--- src/rtl/systolic_out_collector.sv ---
// Bottom-edge collector for the systolic array: de-skews per-column psums into
// aligned rows, buffers them in a FWFT FIFO and tracks tile completion.
module systolic_out_collector #(
  parameter int SYSTOLIC_ARRAY_WIDTH = 4,
  parameter int FIFO_DEPTH           = 4
) (
  input  logic        clk,
  input  logic        rst,
  input  logic [15:0] sys_data_out_41,
  input  logic [15:0] sys_data_out_42,
  input  logic [15:0] sys_data_out_43,
  input  logic [15:0] sys_data_out_44,
  input  logic        sys_valid_out_41,
  input  logic        sys_valid_out_42,
  input  logic        sys_valid_out_43,
  input  logic        sys_valid_out_44,
  input  logic [15:0] ub_rd_col_size_in,
  input  logic        ub_rd_col_size_valid_in,
  input  logic [15:0] ub_wr_row_count_in,
  input  logic        ub_wr_row_count_valid_in,
  output logic [63:0] col_data_out,
  output logic [3:0]  col_mask_out,
  output logic        col_valid_out,
  input  logic        col_ready_in,
  output logic        col_busy,
  output logic        col_done,
  output logic        col_overflow,
  output logic        col_proto_err
);
  localparam int NC = SYSTOLIC_ARRAY_WIDTH;
  localparam int AW = $clog2(FIFO_DEPTH);
  localparam int CW = AW + 1;

  typedef enum logic [1:0] {
    ST_IDLE    = 2'd0,
    ST_COLLECT = 2'd1,
    ST_DRAIN   = 2'd2
  } state_t;

  logic [15:0]      w_in_data  [NC];
  logic [NC-1:0]    w_in_valid;
  logic [15:0]      w_al_data  [NC];
  logic [NC-1:0]    w_al_valid;
  logic [NC-1:0]    r_mask;
  logic [NC-1:0]    w_mask_load;
  logic [NC-1:0]    w_vm;
  logic             w_complete;
  logic             w_misalign;
  logic [NC*16-1:0] w_row_data;

  logic [NC*16-1:0] r_mem_data [FIFO_DEPTH];
  logic [NC-1:0]    r_mem_mask [FIFO_DEPTH];
  logic [AW-1:0]    r_wr_ptr;
  logic [AW-1:0]    r_rd_ptr;
  logic [CW-1:0]    r_count;
  logic [CW-1:0]    w_count_nxt;
  logic             w_full;
  logic             w_push;
  logic             w_pop;

  state_t           r_state;
  logic [15:0]      r_remaining;
  logic             r_busy;
  logic             r_done;
  logic             r_overflow;
  logic             r_proto_err;

  assign w_in_data[0]  = sys_data_out_41;
  assign w_in_data[1]  = sys_data_out_42;
  assign w_in_data[2]  = sys_data_out_43;
  assign w_in_data[3]  = sys_data_out_44;
  assign w_in_valid    = {sys_valid_out_44, sys_valid_out_43, sys_valid_out_42, sys_valid_out_41};

  // Column k sees one capture register plus NC-1-k alignment registers, so the
  // earliest column waits longest and all columns line up on the same cycle.
  for (genvar k = 0; k < NC; k++) begin : g_col
    localparam int D = NC - k;
    logic [15:0]  r_sh_data [D];
    logic [D-1:0] r_sh_valid;

    always_ff @(posedge clk) begin
      if (rst) begin
        r_sh_valid <= '0;
        for (int s = 0; s < D; s++) r_sh_data[s] <= '0;
      end else begin
        r_sh_data[0]  <= w_in_data[k];
        r_sh_valid[0] <= w_in_valid[k];
        for (int s = 1; s < D; s++) begin
          r_sh_data[s]  <= r_sh_data[s-1];
          r_sh_valid[s] <= r_sh_valid[s-1];
        end
      end
    end

    assign w_al_data[k]  = r_sh_data[D-1];
    assign w_al_valid[k] = r_sh_valid[D-1];
  end

  // A size at or above NC enables every column.
  always_comb begin
    w_mask_load = '0;
    for (int i = 0; i < NC; i++) begin
      if (16'(i) < ub_rd_col_size_in) w_mask_load[i] = 1'b1;
    end
  end

  always_ff @(posedge clk) begin
    if (rst) begin
      r_mask <= '0;
    end else if (ub_rd_col_size_valid_in) begin
      r_mask <= w_mask_load;
    end
  end

  assign w_vm       = w_al_valid & r_mask;
  assign w_complete = (r_mask != '0) && (w_vm == r_mask);
  assign w_misalign = (w_vm != '0) && (w_vm != r_mask);

  always_comb begin
    w_row_data = '0;
    for (int k = 0; k < NC; k++) begin
      if (r_mask[k]) w_row_data[16*k +: 16] = w_al_data[k];
    end
  end

  // A full FIFO still accepts a row when the head leaves in the same cycle.
  assign w_full      = (r_count == CW'(FIFO_DEPTH));
  assign w_pop       = (r_count != '0) && col_ready_in;
  assign w_push      = w_complete && (r_state == ST_COLLECT) && (!w_full || w_pop);
  assign w_count_nxt = r_count + CW'(w_push) - CW'(w_pop);

  always_ff @(posedge clk) begin
    if (rst) begin
      r_wr_ptr <= '0;
      r_rd_ptr <= '0;
      r_count  <= '0;
      for (int i = 0; i < FIFO_DEPTH; i++) begin
        r_mem_data[i] <= '0;
        r_mem_mask[i] <= '0;
      end
    end else begin
      if (w_push) begin
        r_mem_data[r_wr_ptr] <= w_row_data;
        r_mem_mask[r_wr_ptr] <= r_mask;
        r_wr_ptr             <= r_wr_ptr + 1'b1;
      end
      if (w_pop) r_rd_ptr <= r_rd_ptr + 1'b1;
      r_count <= w_count_nxt;
    end
  end

  assign col_valid_out = (r_count != '0);
  assign col_data_out  = col_valid_out ? r_mem_data[r_rd_ptr] : '0;
  assign col_mask_out  = col_valid_out ? r_mem_mask[r_rd_ptr] : '0;

  // Done is raised on the edge that leaves the FIFO empty, so it is visible
  // in the first empty cycle after the final pop.
  always_ff @(posedge clk) begin
    if (rst) begin
      r_state     <= ST_IDLE;
      r_remaining <= '0;
      r_busy      <= 1'b0;
      r_done      <= 1'b0;
      r_overflow  <= 1'b0;
      r_proto_err <= 1'b0;
    end else begin
      r_done <= 1'b0;
      if (w_misalign) r_proto_err <= 1'b1;
      case (r_state)
        ST_IDLE: begin
          if (w_complete) r_proto_err <= 1'b1;
          if (ub_wr_row_count_valid_in) begin
            if (ub_wr_row_count_in != '0) begin
              r_remaining <= ub_wr_row_count_in;
              r_busy      <= 1'b1;
              r_state     <= ST_COLLECT;
            end else begin
              r_done <= 1'b1;
            end
          end
        end
        ST_COLLECT: begin
          if (w_complete) begin
            if (w_full && !w_pop) r_overflow <= 1'b1;
            r_remaining <= r_remaining - 16'd1;
            if (r_remaining == 16'd1) r_state <= ST_DRAIN;
          end
        end
        ST_DRAIN: begin
          if (w_complete) r_proto_err <= 1'b1;
          if (w_count_nxt == '0) begin
            r_done  <= 1'b1;
            r_busy  <= 1'b0;
            r_state <= ST_IDLE;
          end
        end
        default: r_state <= ST_IDLE;
      endcase
    end
  end

  assign col_busy      = r_busy;
  assign col_done      = r_done;
  assign col_overflow  = r_overflow;
  assign col_proto_err = r_proto_err;

endmodule

--- config.mk ---
export PLATFORM = sky130hd
export DESIGN_NAME = systolic_out_collector
export DESIGN_NICKNAME = d
export VERILOG_FILES = /design/src/rtl/systolic_out_collector.sv
export SDC_FILE = /design/constraint.sdc
export NUM_CORES = 1
export LEC_CHECK = 0
export ABC_AREA = 0
export CORE_ASPECT_RATIO = 2
export CORE_UTILIZATION = 50
export DETAILED_ROUTE_END_ITERATION = 12
export PLACE_DENSITY = 0.71
export SYNTH_ARGS = -nofsm -noshare
export SYNTH_HDL_FRONTEND = slang
export SYNTH_SLANG_ARGS = --single-unit
--- constraint.sdc ---
create_clock -name clk -period 14.18 [get_ports clk]
set_clock_uncertainty 0.05 [all_clocks]
set_input_delay 3.545 -clock clk [delete_from_list [all_inputs] [get_ports clk]]
set_output_delay 3.545 -clock clk [all_outputs]
set_load 0.01 [all_outputs]
======== Yosys cells after proc, flatten, opt, wreduce, memory -nomap -nowiden ========
Memory sizes are Yosys's and may differ from the RTL's. A register that Yosys moved wholly into a read port is not among the register bits.
Index checks and enable logic that the tools add are counted.
storage, ports and cells
  register bits after elaboration ......... 43
  memory bits (read-only) ................. 0
  RAM bits ................................ 432
  memories kept ........................... 6
  latch bits .............................. 0
  logic and storage cells ................. 133
memories
  memory              words  bits a word  rd ports  clocked after Yosys merged registers in  write ports  line  source
  r_mem_data          4      64           1         1                                        4            51    logic [NC*16-1:0] r_mem_data [FIFO_DEPTH];
  g_col[0].r_sh_data  4      16           4         0                                        4            78    logic [15:0] r_sh_data [D];
  g_col[1].r_sh_data  3      16           3         0                                        3            78
  g_col[2].r_sh_data  2      16           2         0                                        2            78
  g_col[3].r_sh_data  1      16           1         0                                        1            78
  r_mem_mask          4      4            1         1                                        4            52    logic [NC-1:0] r_mem_mask [FIFO_DEPTH];
operators by class
  bitwise gates (word level) .............. 10
  divide/modulo/power cells ............... 0
  multipliers ............................. 0
  add/subtract/negate cells ............... 5
  equal/unequal tests ..................... 11
  multiplexer cells ....................... 58
  shifts and indexed selects .............. 0
  $lt $le $gt $ge ......................... 4
  reductions and logical operators ........ 25
operators by type and width
  operator                                                                 count
  16-bit 2-to-1 mux                                                        17
  64-bit 2-to-1 mux                                                        2
  64-bit OR reduction                                                      1
  1-bit by 16-bit < comparator with 1-bit output (first input constant)    2
  2-bit by 16-bit < comparator with 1-bit output (first input constant)    2
  16-bit case mux with 2 select lines                                      1
  1-bit 2-to-1 mux                                                         22
  2-bit 2-to-1 mux                                                         11
  16-bit by 1-bit equality test with 1-bit output (second input constant)  1
  16-bit nonzero test                                                      1
  16-bit OR reduction                                                      1
  16-bit by 1-bit subtractor with 16-bit output (second input constant)    1
  1-bit OR                                                                 9
  4-bit 2-to-1 mux                                                         2
  2-bit != test (second input constant)                                    4
  4-bit AND reduction                                                      2
  4-bit nonzero test                                                       2
  1-bit logical AND                                                        6
  2-bit case mux with 3 select lines                                       1
  5-bit AND reduction                                                      1
  2-bit by 1-bit adder with 2-bit output (second input constant)           2
  4-bit AND                                                                1
  4-bit equality test                                                      1
  4-bit != test                                                            1
  16 further kinds                                                         19

======== Logic depth before layout (Yosys ltp) ========
Gate-level depths: netlist of the first run.
  depth after elaboration ................. 10
  mapped depth ............................ 14
  gate-level depth less buffers ........... 14

======== Worst setup path before layout of the first run ========
OpenSTA, ideal clock, no wires.
  kind .................................... input to register
  start ................................... input port rst
  end ..................................... memory r_mem_data[1][0] (netlist name), enable pin
  data required time ...................... 13,702 ps
  slack ................................... 7,117 ps
  buffers on the path ..................... 5
  cell stages on the path ................. 8
  data arrival time ....................... 6,585 ps
  path through ............................ clkbuf_1 > or4_1 > buf_2 > or3b_1 > buf_2 > buf_6 > buf_6 > nand2_1
RTL lines
  element      line  source
  from (decl)  8     input logic rst,
  to (decl)    51

==> summary.md, run 1 <==
| Metric | Value |
|---|---|
| Rows | `98` |
| TritonCTS Buffers | `39` |
| Routed vias/inst | `5.29` |
| Vert. Die Dim | `272 um` |
| Post-CTS Hold Fix Bufs | `0` |
| Fin crit period | `7.39 ns` |
| Initial antenna violation count | `0` |
| Initial Util | `50.9%` |
| Post-CTS Setup Inserts | `0` |
| Clock network fraction of total power | `about a third` |
| Final HPWL DP | `about 21 mm` |
| Overflow after GRT | `0` |
| Detailed Route WL | `36.7 mm` |
| Internal Power | `2.49 mW` |
| Crit path capture type | `register` |
| Starting DRT DRC Count | `673` |
| Status | `finished, final reports clean` |
| Arrival @ worst endpoint | `7.36 ns` |
| Gates resized, CTS repair | `0` |
| Worst-margin pin slew | `1.34 ns` |
| Main synth FF type | `edfxtp_1` |
| Pwr dens | `154 nW/um^2` |
| Sw Ratio | `25.0%` |
| Setup CP Type | `input pin to register` |
| Htree depth | `2` |
| Post-synth ARST share | `0%` |
| Flop pwr share | `47.9%` |
| Antenna Cells | `0` |
| Final hold slack | `~0.38 ns` |
| Area of the core | `about 36,000 um^2` |
| Psw | `around 0.83 mW` |
| Ports | `178` |
| Hold Startpoint | `g_col[0].r_sh_valid[1]` |
| Post-DRT Antenna Nets | `0` |
| Post-synthesis cell count | `1,424` |
| Peak fanout along the critical path | `71` |
| Syn nets | `approximately 1,500` |
| Count leader, synth | `nor2_1` |
| Synth area leaders | `edfxtp_1 (45%), dfxtp_1 (23%), mux4_2 (8.4%)` |
| Largest net degree at the start of global routing | `109` |
| Die footprint | `37,200 um^2` |
| Number of flops mapped to enable cells by yosys | `272` |
| Mean Syn Cell Area | `between 10 and 15 um^2` |
| Post-synthesis cell type count | `53` |
| CTS tree | `built` |
| Pins Over Slew Limit | `0` |
| Core Util, Final | `60.1%` |
| GPL Wtd Cong | `roughly 0.80` |
| Syn. warnings | `0` |
| Worst VDD drop | `approximately 0.13 mV` |
| Filler instances | `2,761` |
| Period utilization | `52.1%` |
| RSZ-0062 raised after global routing | `no` |
| Finish-stage setup viols | `0` |
| Fmax | `0.135 GHz` |
| Nets | `~1,700` |
| Area growth from synthesis to layout | `18.2%` |
| Synth Cell Area | `18,200 um^2` |
| Post-synthesis register bit count | `477` |
| Tot GR Track Use | `20.3%` |
| Per-cell routed wire length | `around 18 um` |
| Share of cells above drive strength 1 | `10.5%` |
| Vias in the first global route | `11,200` |
| Gate power share | `approximately a fifth` |
| Critical-path cell list | `clkdlybuf4s50_1 -> nor4b_1 -> or4_4 -> or3b_4 -> nand2_4` |
| DRC viols | `0` |
| CTS clk-pin slew, worst paths | `about 0.07 ns` |
| Clk_lat worst skew | `0.54 ns` |
| Worst path max stage delay | `1.00 ns` |
| Startpoint types | `input pin` |
| Data required time of the critical path | `around 14 ns` |
| Drt first pass iters | `4` |
| Largest area contributor in the netlist | `edfxtp_1` |
| Max transition margin | `a little over a tenth` |
| Wire length of the first global-routing pass | `roughly 58 mm` |
| Root Buffer | `clkbuf_16` |
| Sequential area share after synthesis | `67.4%` |
| Via Count | `between 10,000 and 15,000` |
| Max_cap viols | `0` |
| Synth top area share | `between 40% and 50%` |
| Worst path slowest cell | `or3b_4` |
| I/O Buffers | `177` |
| Worst setup path startpoint | `col_ready_in` |
| Reg2reg start | `r_mask[2]` |
| Setup total negative slack | `0 ns` |
| CTS Buffer Depth | `3` |
| Tightest Hold Check Type | `register to register` |
| # clock sinks | `477` |
| Die X | `137 um` |
| LEAKAGE | `approximately 7.4 nW` |
| Most instantiated cells after synthesis | `nor2_1 (287), edfxtp_1 (272), dfxtp_1 (205)` |
| Final Hold Fails | `0` |
## cell families after synthesis
| family | share of synthesized area [%] |
|---|---|
| AND/OR/NAND/NOR | 18.3 |
| flip-flops | 67.4 |
| buffers and inverters | 2.52 |
| AO/OA/AOI/OAI | 2.63 |
| multiplexers | 8.41 |
| XOR/XNOR | 0.337 |
| adder cells (fa/ha/maj) | 0.385 |
## power by group through the flow
stage,Sequential (mW),Combinational (mW),Clock (mW)
3_3_place_gp,1.62,0.647,0
5_1_grt,1.60,0.698,1.15
2_1_floorplan,1.57,0.407,0
3_5_place_dp,1.62,0.659,0
4_1_cts,1.59,0.659,1.11
6_report,1.59,0.643,1.09
## sequential cells by signal, indices dropped and copies added (netlist names), named ones only
register and cells:
r_remaining 16, col_overflow 1, r_rd_ptr 2, g_col.r_sh_data 160
r_wr_ptr 2, r_mem_mask 16, r_state 2, r_mem_data 256
col_done 1, r_mask 4, col_proto_err 1, col_busy 1
r_count 3, g_col.r_sh_valid 10
## layer usage
layer / track usage (%) / wire, um / up-vias
met3: 2.35 / 1560 / 64
met5: 0 / 0 / -
met4: 8.82 / 1310 / 0
met2: 37.3 / 19900 / 316
met1: 23.1 / 13900 / 5228
li1: - / - / 5130
## layout by cell type, fill, tap and decap left out, types with 3 or more instances in the layout
cell / count
dfxtp_1: 203
nand2_4: 3
o31ai_1: 5
nor4_1: 11
nand2_1: 92
clkinv_2: 8
nand3_1: 6
xnor2_1: 5
clkbuf_1: 4
nor4b_1: 3
ha_1: 4
o21ai_0: 18
clkbuf_16: 41
and2_1: 70
nor3_1: 12
mux4_2: 68
clkdlybuf4s50_1: 176
a21oi_1: 22
a31o_2: 3
nor2_1: 287
nor2b_1: 172
buf_4: 4
edfxtp_1: 272
nor2_2: 9
clkbuf_8: 8
inv_1: 15
## critical path: cells and delay by family
| kind | cells | cell delay, ns |
|---|---|---|
| AND/OR/NAND/NOR | 4 | 3.27 |
| buffers and inverters | 1 | 0.44 |
## final cells by class
class	count	area, um^2	area share [%]
Multi-Input combinational cell	837	5530	25.7
Tap cell	450	563	2.61
Inverter	15	56.3	0.261
Clock inverter	16	145	0.674
Sequential cell	477	12300	57.0
Timing Repair Buffer	181	1800	8.37
Clock buffer	55	1160	5.39
## worst paths after layout
path                                          endpoint  cells after the start  slack, ns
worst max-delay path                 r_mem_data[2][57]                      5       6.79
worst min-delay path            g_col[0].r_sh_valid[2]                      1       0.38
worst min register to register  g_col[0].r_sh_valid[2]                      1       0.38
worst max register to register       r_mem_data[2][57]                      5       9.32
## stage by stage
stage	std cells	instance area, um^2	setup WS [ns]	power [mW]
CTS	2031	21500	6.75	3.36
floorplan	1424	18200	7.12	1.98
finish	2031	21500	6.79	3.32
global route	2031	21500	6.43	3.45
detailed placement	1960	20200	6.18	2.28
global placement	1960	20200	6.28	2.27
Note: power is estimated with default switching activity, not from simulation.
==> run 2: changes to the inputs <==
==> constraint.sdc (replaced) <==
create_clock -name clk -period 7.3 [get_ports clk]
set_clock_uncertainty 0.05 [all_clocks]
set_input_delay 1.825 -clock clk [delete_from_list [all_inputs] [get_ports clk]]
set_output_delay 1.825 -clock clk [all_outputs]
set_load 0.01 [all_outputs]
==> run 2 against run 1 <==
Net effect: final cell count grew 0.15%; clock power is 110% higher; utilization increased by 0.38 points; wire length is 1.0% higher; non-clock buffer count is 2 higher; worst hold slack is essentially flat; register-to-register slack worse by 6.3 ns; via count grew 1.2%; largest cell class unchanged.
==> summary.md, run 2 (synthesized netlist as in run 1, its figures left out) <==
| Metric | Value |
|---|---|
| Status | `finished, final reports clean` |
| Gates resized, CTS repair | `0 (unchanged)` |
| TritonCTS Buffers | `40 (+2.6%)` |
| Post-layout worst setup margin | `2.23 ns (-4.57 ns)` |
| Post-place setup slack | `2.06 ns (-4.12 ns)` |
| DRC viols | `0 (unchanged)` |
| LEAKAGE | `7.45 nW (+0.85%)` |
| Max transition margin | `15.8% (+5.0 points)` |
| Final Non-Filler Cells | `2,034 (+0.15%)` |
| Die X | `137 um (unchanged)` |
| Share of cells above drive strength 1 | `10.5% (+0.043 points)` |
| Most common cell after layout, fill and taps aside | `nor2_1` |
| Worst-margin pin slew | `1.26 ns (-0.0753 ns)` |
| Final Hold Fails | `0 (unchanged)` |
| Area after DPL | `20,200 um^2 (about the same)` |
| Setup CP Type | `register to output port` |
| Vert. Die Dim | `272 um (unchanged)` |
| Vias in the first global route | `11,200 (-0.24%)` |
| Tot GR Track Use | `20.4% (+0.18 points)` |
| CTS tree | `built` |
| Sw Ratio | `24.9% (-0.14 points)` |
| Rows | `98 (unchanged)` |
| Data required time of the critical path | `5.43 ns (-8.72 ns)` |
| Period utilization | `69.5%` |
| Initial Util | `50.9% (unchanged)` |
| Max_cap viols | `0 (unchanged)` |
| Root Buffer | `clkbuf_16` |
| Drt first pass iters | `5 (+1)` |
| Routed vias/inst | `5.34 (+1.0%)` |
| Die footprint | `37,200 um^2 (unchanged)` |
| Pwr dens | `306 nW/um^2 (+98%)` |
| CTS Buffer Depth | `3 (unchanged)` |
| Wire length of the first global-routing pass | `57.6 mm (about the same)` |
| Final instance area | `21,700 um^2 (+0.64%)` |
| Gate power share | `19.1% (-0.3 points)` |
| Nets | `1,664 (+0.18%)` |
| GPL Wtd Cong | `0.810 (+1.5%)` |
| Worst Reg-to-Reg Cells | `5 (unchanged)` |
| Tightest Hold Check Type | `register to register` |
| CTS clk-pin slew, worst paths | `0.07 ns (about the same)` |
| Arrival @ worst endpoint | `3.20 ns (-4.16 ns)` |
| Final HPWL DP | `21.1 mm (-1.3%)` |
| Clock network fraction of total power | `34.2% (+1.5 points)` |
| Critical-path cell list | `buf_4 -> mux4_2 -> and2_1 -> clkdlybuf4s50_1` |
| Starting DRT DRC Count | `705 (+4.8%)` |
| RSZ-0062 raised after global routing | `no` |
| Worst path slowest cell | `dfxtp_4` |
| WHS Path Cells | `1 (unchanged)` |
| Via Count | `10,900 (+1.2%)` |
| Finish-stage setup viols | `0 (unchanged)` |
| Post-CTS Setup Inserts | `0 (unchanged)` |
| Flop pwr share | `46.7% (-1.2 points)` |
| I/O Buffers | `177 (unchanged)` |
| Startpoint types | `register` |
| Dpl cells | `1,962 (+0.10%)` |
| Most frequent cells in the layout | `nor2_1 (287), edfxtp_1 (272), dfxtp_1 (203)` |
| Per-cell routed wire length | `18.2 um (+0.86%)` |
| Worst path max stage delay | `0.86 ns (-0.14 ns)` |
| Area growth from synthesis to layout | `19.0%` |
| Internal Power | `4.98 mW (+100%)` |
| Clk_lat worst skew | `0.54 ns (about the same)` |
| Pins Over Slew Limit | `0 (unchanged)` |
| Peak fanout along the critical path | `37 (-48%)` |
| Area of the core | `35,800 um^2 (unchanged)` |
| Overflow after GRT | `0 (unchanged)` |
| # clock sinks | `477 (unchanged)` |
| Total power | `6.62 mW (+100%)` |
| Psw | `1.65 mW (+98%)` |
| Fmax | `0.197 GHz` |
| Largest register FFs | `256 (unchanged)` |
| Post-DRT Antenna Nets | `0 (unchanged)` |
| Worst VDD drop | `0.256 mV (+100%)` |
| Ports | `178 (unchanged)` |
| Antenna Cells | `0 (unchanged)` |
| Reg with most FFs | `r_mem_data` |
| Post-CTS Hold Fix Bufs | `0 (unchanged)` |
| Htree depth | `2 (unchanged)` |
| Biggest regs | `r_mem_data x256, g_col.r_sh_data x160` |
| Largest net degree at the start of global routing | `114 (+4.6%)` |
| Setup total negative slack | `0 ns (unchanged)` |
| Crit path capture type | `output port` |
| Initial antenna violation count | `0 (unchanged)` |
| Detailed Route WL | `37.0 mm (+1.0%)` |
| Fin crit period | `roughly 5.1 ns` |
==> run 2: worst paths after layout <==
check / from / end / slack (ns)
max: register / col_data_out[9] / 2.23
min: g_col[0].r_sh_data[0][10] / g_col[0].r_sh_data[1][10] / 0.38
max reg2reg: r_mask[2] / r_mem_data[0][53] / 3.04
min reg2reg: g_col[0].r_sh_data[0][10] / g_col[0].r_sh_data[1][10] / 0.38
==> run 2: stage by stage <==
stage | utilization [%] | hold WS [ns]
finish | 60.5 | 0.382
CTS | 60.5 | 0.379
global placement | 56.5 | 0.366
detailed placement | 56.5 | 0.372
global route | 60.5 | 0.392
floorplan | - | 0.364
==> run 2: layout make-up <==
class	instances	area, um^2
tap	450	563
fill	2787	14100
multi-input combinational	837	5530
clock inverter	16	158
clock buffer	56	1270
sequential	477	12300
inverter	15	56.3
timing repair buffer	183	1820
==> run 2: per-layer routing <==
metal / part of all wire [%] / up-vias / track usage, %
met3: 4.7 / 91 / 2.66
li1: - / 5140 / -
met5: 0 / - / 0
met1: 38 / 5295 / 23.0
met4: 4.4 / 0 / 10.1
met2: 53 / 336 / 37.3
==> run 2: power groups by stage <==
stage	Clock, mW	Sequential (mW)	Combinational, mW
2_1_floorplan	0	3.05	0.791
3_3_place_gp	0	3.15	1.27
3_5_place_dp	0	3.16	1.28
4_1_cts	2.30	3.10	1.29
5_1_grt	2.39	3.12	1.36
6_report	2.27	3.09	1.27
==> run 2: critical path, delay by kind of cell, from the launching register on <==
family / cells / cell delay (ns)
buffers and inverters: 2 / 0.97
DFF: 1 / 0.86
muxes: 1 / 0.61
and+or+nand+nor: 1 / 0.18
==> run 3: changes to the inputs <==
==> constraint.sdc (replaced) <==
create_clock -name clk -period 4.8 [get_ports clk]
set_clock_uncertainty 0.05 [all_clocks]
set_input_delay 1.2 -clock clk [delete_from_list [all_inputs] [get_ports clk]]
set_output_delay 1.2 -clock clk [all_outputs]
set_load 0.01 [all_outputs]
==> run 3 against run 2 <==
Net effect: sequential cell count unchanged; die area unchanged; first-iteration DRC count increased by 9.2%; largest power group unchanged; clock power increased by 42%; setup slack got worse by 1.6 ns; combinational power increased by 59%; global-route usage increased by 1.1 points.
==> summary.md, run 3 (synthesized netlist as in run 1, its figures left out) <==
| Metric | Value |
|---|---|
| Status | `finished, final reports clean` |
| Post-CTS Hold Fix Bufs | `0 (unchanged)` |
| Tot GR Track Use | `21.6% (+1.1 points)` |
| TritonCTS Buffers | `40 (unchanged)` |
| # clock sinks | `477 (unchanged)` |
| Nets | `1,683 (+1.1%)` |
| Gate power share | `20.4% (+1.3 points)` |
| Psw | `2.50 mW (+52%)` |
| CTS tree | `built` |
| Die footprint | `37,200 um^2 (unchanged)` |
| Reg with most FFs | `r_mem_data` |
| Tightest Hold Check Type | `register to register` |
| Startpoint types | `register` |
| Worst VDD drop | `0.398 mV (+55%)` |
| Initial antenna violation count | `0 (unchanged)` |
| Drt first pass iters | `6 (+1)` |
| CTS Buffer Depth | `3 (unchanged)` |
| Htree depth | `2 (unchanged)` |
| Final instance area | `21,800 um^2 (+0.39%)` |
| Flop pwr share | `47.0% (+0.3 points)` |
| Worst-margin pin slew | `1.30 ns (+0.0391 ns)` |
| Vias in the first global route | `11,500 (+2.8%)` |
| Initial Util | `50.9% (unchanged)` |
| Critical-path cell list | `or3_2 -> buf_4 -> and2_1 -> clkdlybuf4s50_1` |
| Finish-stage setup viols | `0 (unchanged)` |
| Max transition margin | `13.2% (-2.6 points)` |
| Vert. Die Dim | `272 um (unchanged)` |
| Final Hold Fails | `0 (unchanged)` |
| Period utilization | `86.4%` |
| Post-DRT Antenna Nets | `0 (unchanged)` |
| Fin crit period | `approximately 4.1 ns` |
| Sw Ratio | `25.3% (+0.42 points)` |
| Detailed Route WL | `38.5 mm (+4.0%)` |
| Multi-input logic area | `5530 um^2 (unchanged)` |
| Fmax | `0.241 GHz` |
| Crit path capture type | `output port` |
| Data required time of the critical path | `3.55 ns (-1.88 ns)` |
| Final hold slack | `0.379 ns (-0.00295 ns)` |
| Ports | `178 (unchanged)` |
| Routed vias/inst | `5.38 (+0.76%)` |
| Per-cell routed wire length | `18.8 um (+3.0%)` |
| Pins Over Slew Limit | `0 (unchanged)` |
| Rows | `98 (unchanged)` |
| LEAKAGE | `7.50 nW (+0.64%)` |
| Area after DPL | `20,400 um^2 (+1.0%)` |
| Die X | `137 um (unchanged)` |
| Arrival @ worst endpoint | `2.90 ns (-0.30 ns)` |
| Area growth from synthesis to layout | `19.5%` |
| CTS clk-pin slew, worst paths | `0.07 ns (about the same)` |
| Internal Power | `7.40 mW (+49%)` |
| Worst path slowest cell | `or3_2` |
| Clock network fraction of total power | `32.6% (-1.6 points)` |
| Setup total negative slack | `0 ns (unchanged)` |
| Largest register FFs | `256 (unchanged)` |
| Area of the core | `35,800 um^2 (unchanged)` |
| Gates resized, CTS repair | `0 (unchanged)` |
| Most frequent cells in the layout | `nor2_1 (287), edfxtp_1 (272), dfxtp_1 (203)` |
| Largest net degree at the start of global routing | `98 (-14%)` |
| I/O Buffers | `177 (unchanged)` |
| Top Family by Delay on Critical Path | `simple AND/OR/NAND/NOR gates` |
| Peak fanout along the critical path | `49 (+32%)` |
| Filler instances | `2,815 (+1.0%)` |
| Starting DRT DRC Count | `770 (+9.2%)` |
| Final Non-Filler Cells | `2,053 (+0.93%)` |
| Worst path max stage delay | `0.76 ns (-0.10 ns)` |
| Antenna Cells | `0 (unchanged)` |
| RSZ-0062 raised after global routing | `no` |
| Pwr dens | `455 nW/um^2 (+49%)` |
| Most common cell after layout, fill and taps aside | `nor2_1` |
| Wire length of the first global-routing pass | `60.8 mm (+5.4%)` |
| Overflow after GRT | `0 (unchanged)` |
| Root Buffer | `clkbuf_16` |
| Max_cap viols | `0 (unchanged)` |
| Final HPWL DP | `23.9 mm (+13%)` |
| Via Count | `11,000 (+1.7%)` |
| Clk_lat worst skew | `0.54 ns (about the same)` |
| Worst Path Buf+Inv | `2 (unchanged)` |
| Setup CP Type | `register to output port` |
| Share of cells above drive strength 1 | `11.4% (+0.87 points)` |
| DRC viols | `0 (unchanged)` |
| GPL Wtd Cong | `0.803 (-0.94%)` |
| Biggest regs | `r_mem_data x256, g_col.r_sh_data x160` |
| Dpl cells | `1,981 (+0.97%)` |
| Post-CTS Setup Inserts | `0 (unchanged)` |
| Register area | `12,300 um^2 (unchanged)` |
-- run 3: cell count changes in the layout (fill, tap and decap cells not counted), moves of 2 or more --
| cell | previous run | this run |
|---|---|---|
| buf_4 | 6 | 20 |
| clkbuf_1 | 4 | 10 |
| clkbuf_16 | 48 | 42 |
| buf_12 | 0 | 5 |
| clkbuf_8 | 4 | 6 |
| clkinv_1 | 2 | 0 |
| inv_6 | 0 | 2 |
-- run 3: path summary, 6_finish.rpt --
check | endpoint | depth (start not counted) | start | slack, ns
worst max-delay path | col_mask_out[0] | 4 | r_count[1] | 0.65
worst min-delay path | g_col[0].r_sh_data[3][0] | 1 | g_col[0].r_sh_data[2][0] | 0.38
worst max register to register | col_busy | 14 | r_mask[0] | 1.15
worst min register to register | g_col[0].r_sh_data[3][0] | 1 | g_col[0].r_sh_data[2][0] | 0.38
-- run 3: power by group through the flow --
stage                     registers, mW  clock network, mW  logic, mW
after floorplan                    4.63                  0       1.20
after global placement             4.75                  0       2.02
after detailed placement           4.75                  0       2.05
after CTS                          4.66               3.29       2.06
after global routing               4.68               3.45       2.18
final                              4.66               3.23       2.02
-- run 3: area by class of cell --
type	count	share of cell area [%]
sequential	477	56.4
multi-input combinational	837	25.4
timing repair buffer	202	9.30
clock buffer	59	5.41
tap	450	2.59
clock inverter	13	0.604
inverter	15	0.259
-- run 3: stage by stage --
| stage | util [%] | setup WS [ns] | power, mW |
|---|---|---|---|
| global route | 60.8 | 0.494 | 10.3 |
| detailed placement | 57.1 | 0.426 | 6.80 |
| global placement | 57.1 | 0.541 | 6.77 |
| finish | 60.8 | 0.653 | 9.91 |
| floorplan | - | 0.0824 | 5.84 |
| CTS | 60.8 | 0.577 | 10.0 |
-- run 3: layer usage --
metal  routed length (um)  GRT usage [%]  share of wire, %  vias up
met3                 1690           2.46               4.4       56
met1                14300           24.8                37     5492
met4                 1270           8.42               3.3        0
met2                21300           40.0                55      325
li1                     -              -                 -     5174
met5                    0              0                 0        -
